## src/rtl/ram_if_pkg.sv

```systemverilog
// Shared types and defaults for the burst initiator in front of the
// 64x8 synchronous single-port RAM.
package ram_if_pkg;

    localparam int AW_DEF = 6;
    localparam int DW_DEF = 8;
    localparam int DEPTH  = 2 ** AW_DEF;

    typedef enum logic [1:0] {
        IDLE  = 2'd0,
        WRITE = 2'd1,
        READ  = 2'd2,
        DONE  = 2'd3
    } state_t;

endpackage

```

## src/rtl/ram_burst_addr_gen.sv

```systemverilog
// Burst address/count generator: loads start and length, advances one
// beat per step and wraps naturally at the address width.
module ram_burst_addr_gen
    import ram_if_pkg::*;
#(
    parameter int AW = AW_DEF
) (
    input  logic          clk,
    input  logic          rst_n,
    input  logic          load,
    input  logic [AW-1:0] start,
    input  logic [AW-1:0] len,
    input  logic          step,
    output logic [AW-1:0] addr,
    output logic          left,
    output logic          last
);

    logic [AW-1:0] count;

    always_ff @(posedge clk) begin
        if (!rst_n) begin
            addr  <= '0;
            count <= '0;
            left  <= 1'b0;
        end else if (load) begin
            addr  <= start;
            count <= len;
            left  <= 1'b1;
        end else if (step && left) begin
            addr <= addr + 1'b1;
            if (count == '0) begin
                left <= 1'b0;
            end else begin
                count <= count - 1'b1;
            end
        end
    end

    assign last = left && (count == '0);

endmodule

```

## src/rtl/ram_burst_initiator.sv

```systemverilog
// Burst read/write initiator: command handshake, beat streaming with
// backpressure, and RAM pin driving with reset-gated outputs.
module ram_burst_initiator
    import ram_if_pkg::*;
#(
    parameter int AW = AW_DEF,
    parameter int DW = DW_DEF
) (
    input  logic          clk,
    input  logic          rst_n,
    input  logic          cmd_valid,
    output logic          cmd_ready,
    input  logic          cmd_write,
    input  logic [AW-1:0] cmd_addr,
    input  logic [AW-1:0] cmd_len,
    input  logic          wr_valid,
    output logic          wr_ready,
    input  logic [DW-1:0] wr_data,
    output logic          rd_valid,
    input  logic          rd_ready,
    output logic [DW-1:0] rd_data,
    output logic          busy,
    output logic          done,
    output logic [AW-1:0] mem_addr,
    output logic          mem_cs,
    output logic          mem_rw,
    output logic [DW-1:0] mem_din,
    input  logic [DW-1:0] mem_dout
);

    state_t        state;
    state_t        next;
    logic          load;
    logic          step;
    logic          issue;
    logic          cs_c;
    logic          cmd_rdy_c;
    logic          wr_rdy_c;
    logic          done_c;
    logic          rd_vld;
    logic [AW-1:0] gen_addr;
    logic          gen_left;
    logic          gen_last;

    ram_burst_addr_gen #(
        .AW (AW)
    ) u_addr_gen (
        .clk   (clk),
        .rst_n (rst_n),
        .load  (load),
        .start (cmd_addr),
        .len   (cmd_len),
        .step  (step),
        .addr  (gen_addr),
        .left  (gen_left),
        .last  (gen_last)
    );

    always_ff @(posedge clk) begin
        if (!rst_n) begin
            state <= IDLE;
        end else begin
            state <= next;
        end
    end

    always_comb begin
        next      = state;
        load      = 1'b0;
        step      = 1'b0;
        issue     = 1'b0;
        cs_c      = 1'b0;
        cmd_rdy_c = 1'b0;
        wr_rdy_c  = 1'b0;
        done_c    = 1'b0;
        unique case (state)
            IDLE: begin
                cmd_rdy_c = 1'b1;
                if (cmd_valid) begin
                    load = 1'b1;
                    next = cmd_write ? WRITE : READ;
                end
            end
            WRITE: begin
                wr_rdy_c = 1'b1;
                if (wr_valid) begin
                    cs_c = 1'b1;
                    step = 1'b1;
                    if (gen_last) begin
                        next = DONE;
                    end
                end
            end
            READ: begin
                // Single-entry output slot: issue only if it is empty or draining.
                issue = gen_left && (!rd_vld || rd_ready);
                cs_c  = issue;
                step  = issue;
                if (rd_vld && rd_ready && !gen_left) begin
                    next = DONE;
                end
            end
            DONE: begin
                done_c = 1'b1;
                next   = IDLE;
            end
            default: begin
                next = IDLE;
            end
        endcase
    end

    always_ff @(posedge clk) begin
        if (!rst_n) begin
            rd_vld <= 1'b0;
        end else if (issue) begin
            rd_vld <= 1'b1;
        end else if (rd_ready) begin
            rd_vld <= 1'b0;
        end
    end

    // Reset gates outputs combinationally so a mid-burst reset never strobes the RAM.
    assign cmd_ready = cmd_rdy_c && rst_n;
    assign wr_ready  = wr_rdy_c && rst_n;
    assign rd_valid  = rd_vld && rst_n;
    assign rd_data   = mem_dout;
    assign busy      = (state != IDLE) && rst_n;
    assign done      = done_c && rst_n;
    assign mem_cs    = cs_c && rst_n;
    assign mem_rw    = (state == WRITE) && rst_n;
    assign mem_addr  = rst_n ? gen_addr : '0;
    assign mem_din   = (rst_n && state == WRITE) ? wr_data : '0;

endmodule

```

## config.mk

```make
export PLATFORM = sky130hd
export DESIGN_NAME = ram_burst_initiator
export DESIGN_NICKNAME = d
export VERILOG_FILES = /design/src/rtl/ram_if_pkg.sv /design/src/rtl/ram_burst_addr_gen.sv /design/src/rtl/ram_burst_initiator.sv
export SDC_FILE = /design/constraint.sdc
export NUM_CORES = 1
export LEC_CHECK = 0
export ABC_AREA = 1
export CAP_MARGIN = 30
export CORE_AREA = 3 3 59 61
export CTS_BUF_LIST = sky130_fd_sc_hd__clkbuf_4 sky130_fd_sc_hd__clkbuf_8 sky130_fd_sc_hd__clkbuf_16
export CTS_CLUSTER_SIZE = 30
export DETAILED_ROUTE_END_ITERATION = 6
export DIE_AREA = 0 0 62 64
export GPL_ROUTABILITY_DRIVEN = 0
export GPL_TIMING_DRIVEN = 0
export PLACE_DENSITY = 0.95
export SLEW_MARGIN = 0
export SYNTH_ARGS = -nofsm -noshare
export SYNTH_HDL_FRONTEND = slang
export SYNTH_SLANG_ARGS = --single-unit
```

## constraint.sdc

```tcl
create_clock -name clk -period 3.3 [get_ports clk]
set_clock_uncertainty 0.05 [all_clocks]
set_input_delay 0.825 -clock clk [delete_from_list [all_inputs] [get_ports clk]]
set_output_delay 0.825 -clock clk [all_outputs]
set_load 0.02 [all_outputs]
```

# == Yosys cells after proc, flatten, opt, wreduce, memory -nomap -nowiden ==
# Index checks and enable logic that the tools add are counted.
# totals
elab_cells,65
regBits,16
in_bits,34
# op_classes
n_reduce_logical,24
eq_ne,8
n_addsub,2
mux,26
# ops
operator,n
$mux 6,6
$logic_and 1x1->1,12
$mux 1,12
$mux 2,5
$ne 2x2->1 const B,5
$mux 8,1
$pmux 2 s4,1
$reduce_bool 2->1,4
$add 6x1->6 const B,1
$logic_not 6->1,1
$sub 6x1->6 const B,1
$eq 2x2->1 const B,2
$reduce_and 2->1,2
$reduce_and 4->1,1
$eq 2x1->1 const B,1
$logic_not 1->1,2
$logic_not 2->1,1
$pmux 1 s2,1
$logic_or 1x1->1,1

# == Logic depth before layout (Yosys ltp) ==
# Gate-level depths: netlist of run 1.
# depth
word_depth,7
mapped_depth,12
ltp_nobuf,12

# == Modules after synthesis ==
# Synthesis of run 1 repeated with hierarchy kept, for this count alone.
# unflattened
hier_cells,212
hier_area_um2,1293.7
# by_module_without_submodules
mod,seq_area_each_um2,area_per_inst_um2,n_inst,cells_each
ram_burst_addr_gen,260.2,809.5,1,121
ram_burst_initiator,60.1,484.2,1,91

# == Worst setup path before layout of run 1 ==
# Ideal clock, no wire load.
# synth_timing
kind,input-to-output
from,input rst_n
to,output wr_ready
required_time_ps,2425
cell_stages,4
arrival_time_ps,1629
path_buffers,2
setup_slack_ps,796
cell_sequence,clkbuf_1 > nand2_1 > inv_1 > buf_4
# synth_between
elab_chain_len,1
# synth_rtl
item,line,text
start: declaration,ram_burst_initiator.sv:10,"input logic rst_n,"
$logic_and 1x1->1,ram_burst_initiator.sv:125,assign wr_ready = wr_rdy_c && rst_n;
end: declaration,ram_burst_initiator.sv:17,"output logic wr_ready,"
# No other way between the ends.

# == Worst setup path after layout of run 1 ==
# layout_timing
from,input rst_n
to,output rd_valid
# layout_between
elab_chain_len,1
# layout_rtl
item,line,text
$logic_and 1x1->1,ram_burst_initiator.sv:126,assign rd_valid = rd_vld && rst_n;
end: declaration,ram_burst_initiator.sv:19,"output logic rd_valid,"
# No other way between the ends.

==> summary.txt, run 1 <==
Run status
  • Status: finished, final reports clean

Global route
  • Largest net degree at the start of global routing: 11
  • Vias in the first global route: 1330
  • First-pass GRT wire length: 5390 µm
  • Initial antenna violation count: 0
  • Total global routing track utilization: 0.175
  • Overflow left after global routing: 0

Setup path
  • Max stage delay on crit path: 610 ps
  • CP max FO: 10
  • R2R setup slack: 1590 ps
  • Worst Setup EP: rd_valid
  • Setup crit start: rst_n
  • Reg-to-Reg End: u_addr_gen.count[5]
  • Ordered list of cells on the worst path: clkdlybuf4s50_1 > buf_2 > nand2_1 > inv_1 > clkdlybuf4s50_1
  • FF-to-FF path depth: 8
  • Worst path depth: 5
  • Crit path kind: in2out
  • Critical Path Source Type: input port
  • RR Startpoint: state[0]
  • Crit path buffers/inverters: 4
  • CP required: 2420 ps
  • Cell mode on critical path: clkdlybuf4s50_1
  • Crit path DAT: 2340 ps
  • CP top delay family: buffers and inverters
  • Worst Setup End Kind: primary output
  • CP max stage cell: clkdlybuf4s50_1

Route
  • Routed Antenna Nets: 0
  • Vias per cell: 4.59
  • Initial drt markers: 62
  • Vias: 1461
  • 1st-pass router iterations: 4
  • DR WL/cell: 10.2 µm
  • DRC: 0
  • DRT Wirelength: 3230 µm

Final layout
  • N_diodes: 0
  • Design area: 0.00193 mm²
  • Filler Cells Inserted: 275
  • Nets: 317
  • Fraction of layout cells with a size suffix above 1: 0.102
  • Layout overhead on the synthesized area: 47.8%
  • Final Non-Filler Cells: 318

Clock network
  • CTS Buf Count: 3
  • Root buf cell: clkbuf_4
  • CTS tree: built
  • CTS H-Tree Depth: 1
  • Worst skew pair latency: 290 ps
  • Reg clk slew, reported paths: 90 ps
  • Setup bufs post-CTS: 0
  • Clk buf depth: 2
  • CTS Sinks: 16

Yosys
  • Yosys reg bits: 16
  • Mapped Area: 0.00131 mm²
  • Largest family of logic cells by synthesized area: simple AND/OR/NAND/NOR gates
  • Top cells by area, synth: dfxtp_1 (24%), nand2_1 (15%), nor2_1 (11%), inv_1 (10%), ha_1 (7.7%)
  • Simple-gate area share of the yosys netlist: 0.389
  • Multiplexer area fraction after synthesis: 0.00766
  • Most common flop cell mapped by yosys: dfxtp_1
  • Syn Area/Cell: 6.05 µm²
  • Top post-synthesis cells by count: nand2_1 (52), nor2_1 (37), inv_1 (35)
  • XOR/XNOR share of the synthesized area: 0.0134
  • Compound-Gate Fraction of Synth Area: 0.0919
  • Fraction of registers with async set/reset: 0
  • Register area share after synthesis: 0.245
  • Most frequent cell after synthesis: nand2_1
  • Syn Nets: 258
  • Post-synth cell types: 23
  • Ys Warns: 0
  • Synth Area in Adders: 0.0766
  • EDFF count, synth: 0
  • Share of the synthesized area in the top cell type: 0.245
  • Post-synthesis cell count: 216
  • Post-synth top area cell: dfxtp_1

STA
  • Slew margin rel.: 0.820
  • Worst slew pin tran: 269 ps
  • # setup viols final: 0
  • Period minus WS final: 3210 ps
  • RSZ-0062 raised after global routing: false
  • F_max: 0.311 GHz
  • Pins Over Slew Limit: 0
  • Hold Vio Cnt, Final: 0
  • Period utilisation layout: 0.973

Die
  • I/O pin count: 63
  • Die area: 0.00397 mm²
  • Die X: 62 µm
  • Site Rows: 20
  • Die extent in y: 64 µm
  • Initial core utilization: 0.432
  • Core region area: 0.00303 mm²

Placed design
  • PortBufs: 54
  • Placed cells: 314
  • Placed Area: 0.00190 mm²
  • Final HPWL DP: 2570 µm

Worst hold path
  • Worst Hold Class: reg2reg

Power
  • VDD IR-drop max: 0.409 mV
  • Pwr Density: 751 mW/mm²
  • Final Total Pwr: 1450 µW
  • Static Leak: 0.00103 µW

Run
  • Max cap viols: 0
[sequential cells by signal (all words and copies together) (netlist names)]
| signal | flops |
|---|---|
| u_addr_gen.addr | 6 |
| u_addr_gen.count | 6 |
| state | 2 |
| rd_vld | 1 |
| u_addr_gen.left | 1 |
[what timing repair did]
action	4_1_cts	5_1_grt
hold endpoints to repair	0	0
endpoints found under the setup margin	18	6
hold buffers	0	0
resized for setup	14	1
[power by group]
group / leakage [µW] / internal, µW / switching, µW
logic: 0.000876 / 397 / 569
registers: 0.000132 / 275 / 79.4
clock network: 0.0000210 / 67.3 / 63.4
total: 0.00103 / 739 / 712
[layer usage]
metal / GRT usage / wire length (µm) / vias up
met4: 0.0637 / 85 / 0
met2: 0.293 / 1540 / 57
met5: 0 / 0 / -
met3: 0.0465 / 251 / 10
li1: - / - / 770
met1: 0.207 / 1350 / 624
[cells by family after synthesis]
logic type,count (synthesis)
multiplexers,1
flip-flops,16
AND/OR/NAND/NOR,116
buffers and inverters,49
adder cells (fa/ha/maj),8
XOR/XNOR,2
AO/OA/AOI/OAI,24
[cell type report]
cell class              count  area, µm²  area share
multi-input cells         151        759       0.393
clock buffers               4       36.3      0.0188
well taps                  44       55.1      0.0285
flip-flops and latches     16        320       0.166
inverters                  36        135      0.0699
repair buffers             54        527       0.272
plain buffers              13        100      0.0518
[how the worst min path moves through the flow]
| stage | startpoint | end | slack [ps] | depth (start not counted) |
|---|---|---|---|---|
| 2_1_floorplan | u_addr_gen.count[1] | u_addr_gen.count[1] | 400 | 2 |
| 3_3_place_gp | u_addr_gen.count[1] | u_addr_gen.count[1] | 410 | 2 |
| 3_5_place_dp | u_addr_gen.count[1] | u_addr_gen.count[1] | 420 | 2 |
| 4_1_cts | u_addr_gen.count[1] | u_addr_gen.count[1] | 450 | 2 |
| 5_1_grt | u_addr_gen.count[1] | u_addr_gen.count[1] | 480 | 2 |
| 6_report | u_addr_gen.count[1] | u_addr_gen.count[1] | 440 | 2 |
[cells in the final DEF (no fill, tap or decap)]
cell,netlist,routed
nand2_1,52,51
clkdlybuf4s50_1,0,44
nor2_1,37,37
inv_1,35,35
nand3_1,16,16
dfxtp_1,16,16
o21ai_0,11,11
a21oi_1,11,11
buf_4,9,10
dlygate4sd2_1,0,9
ha_1,8,8
clkbuf_4,0,4
nand2_2,3,4
nand3b_1,3,3
buf_2,1,2
nor3_2,2,2
o21ai_1,2,2
xnor2_1,1,1
nand3_2,1,1
nand2_4,1,1
buf_8,1,1
inv_2,1,1
nand4_2,1,1
xor2_1,1,1
mux2i_1,1,1
clkbuf_8,0,1
[worst register-to-register path, cell delays in order (launching register included)]
cell and delay [ps]:
dfxtp_1 390, inv_1 100, ha_1 250, nand2_2 220
nand4_2 270, nand2_2 180, nand2_1 70, nand2_1 60
nor2_1 40
[per-stage QoR]
step                      setup TNS [ps]   util  setup WS [ps]  hold slack (ps)
after floorplan                        0      -            796              402
after global placement             -4260  0.629           -414              413
after detailed placement           -4770  0.629           -461              422
after CTS                              0  0.638           54.8              446
after global routing                   0  0.638           8.01              484
final                                  0  0.638           88.0              444
Note: power is estimated with default switching activity, not from simulation.
==> run 2: changes to the inputs <==
Settings changed: SLEW_MARGIN 0 to 20.
==> results of run 2 <==
Same layout as run 1: the final DEF is identical, and so are final timing and power.
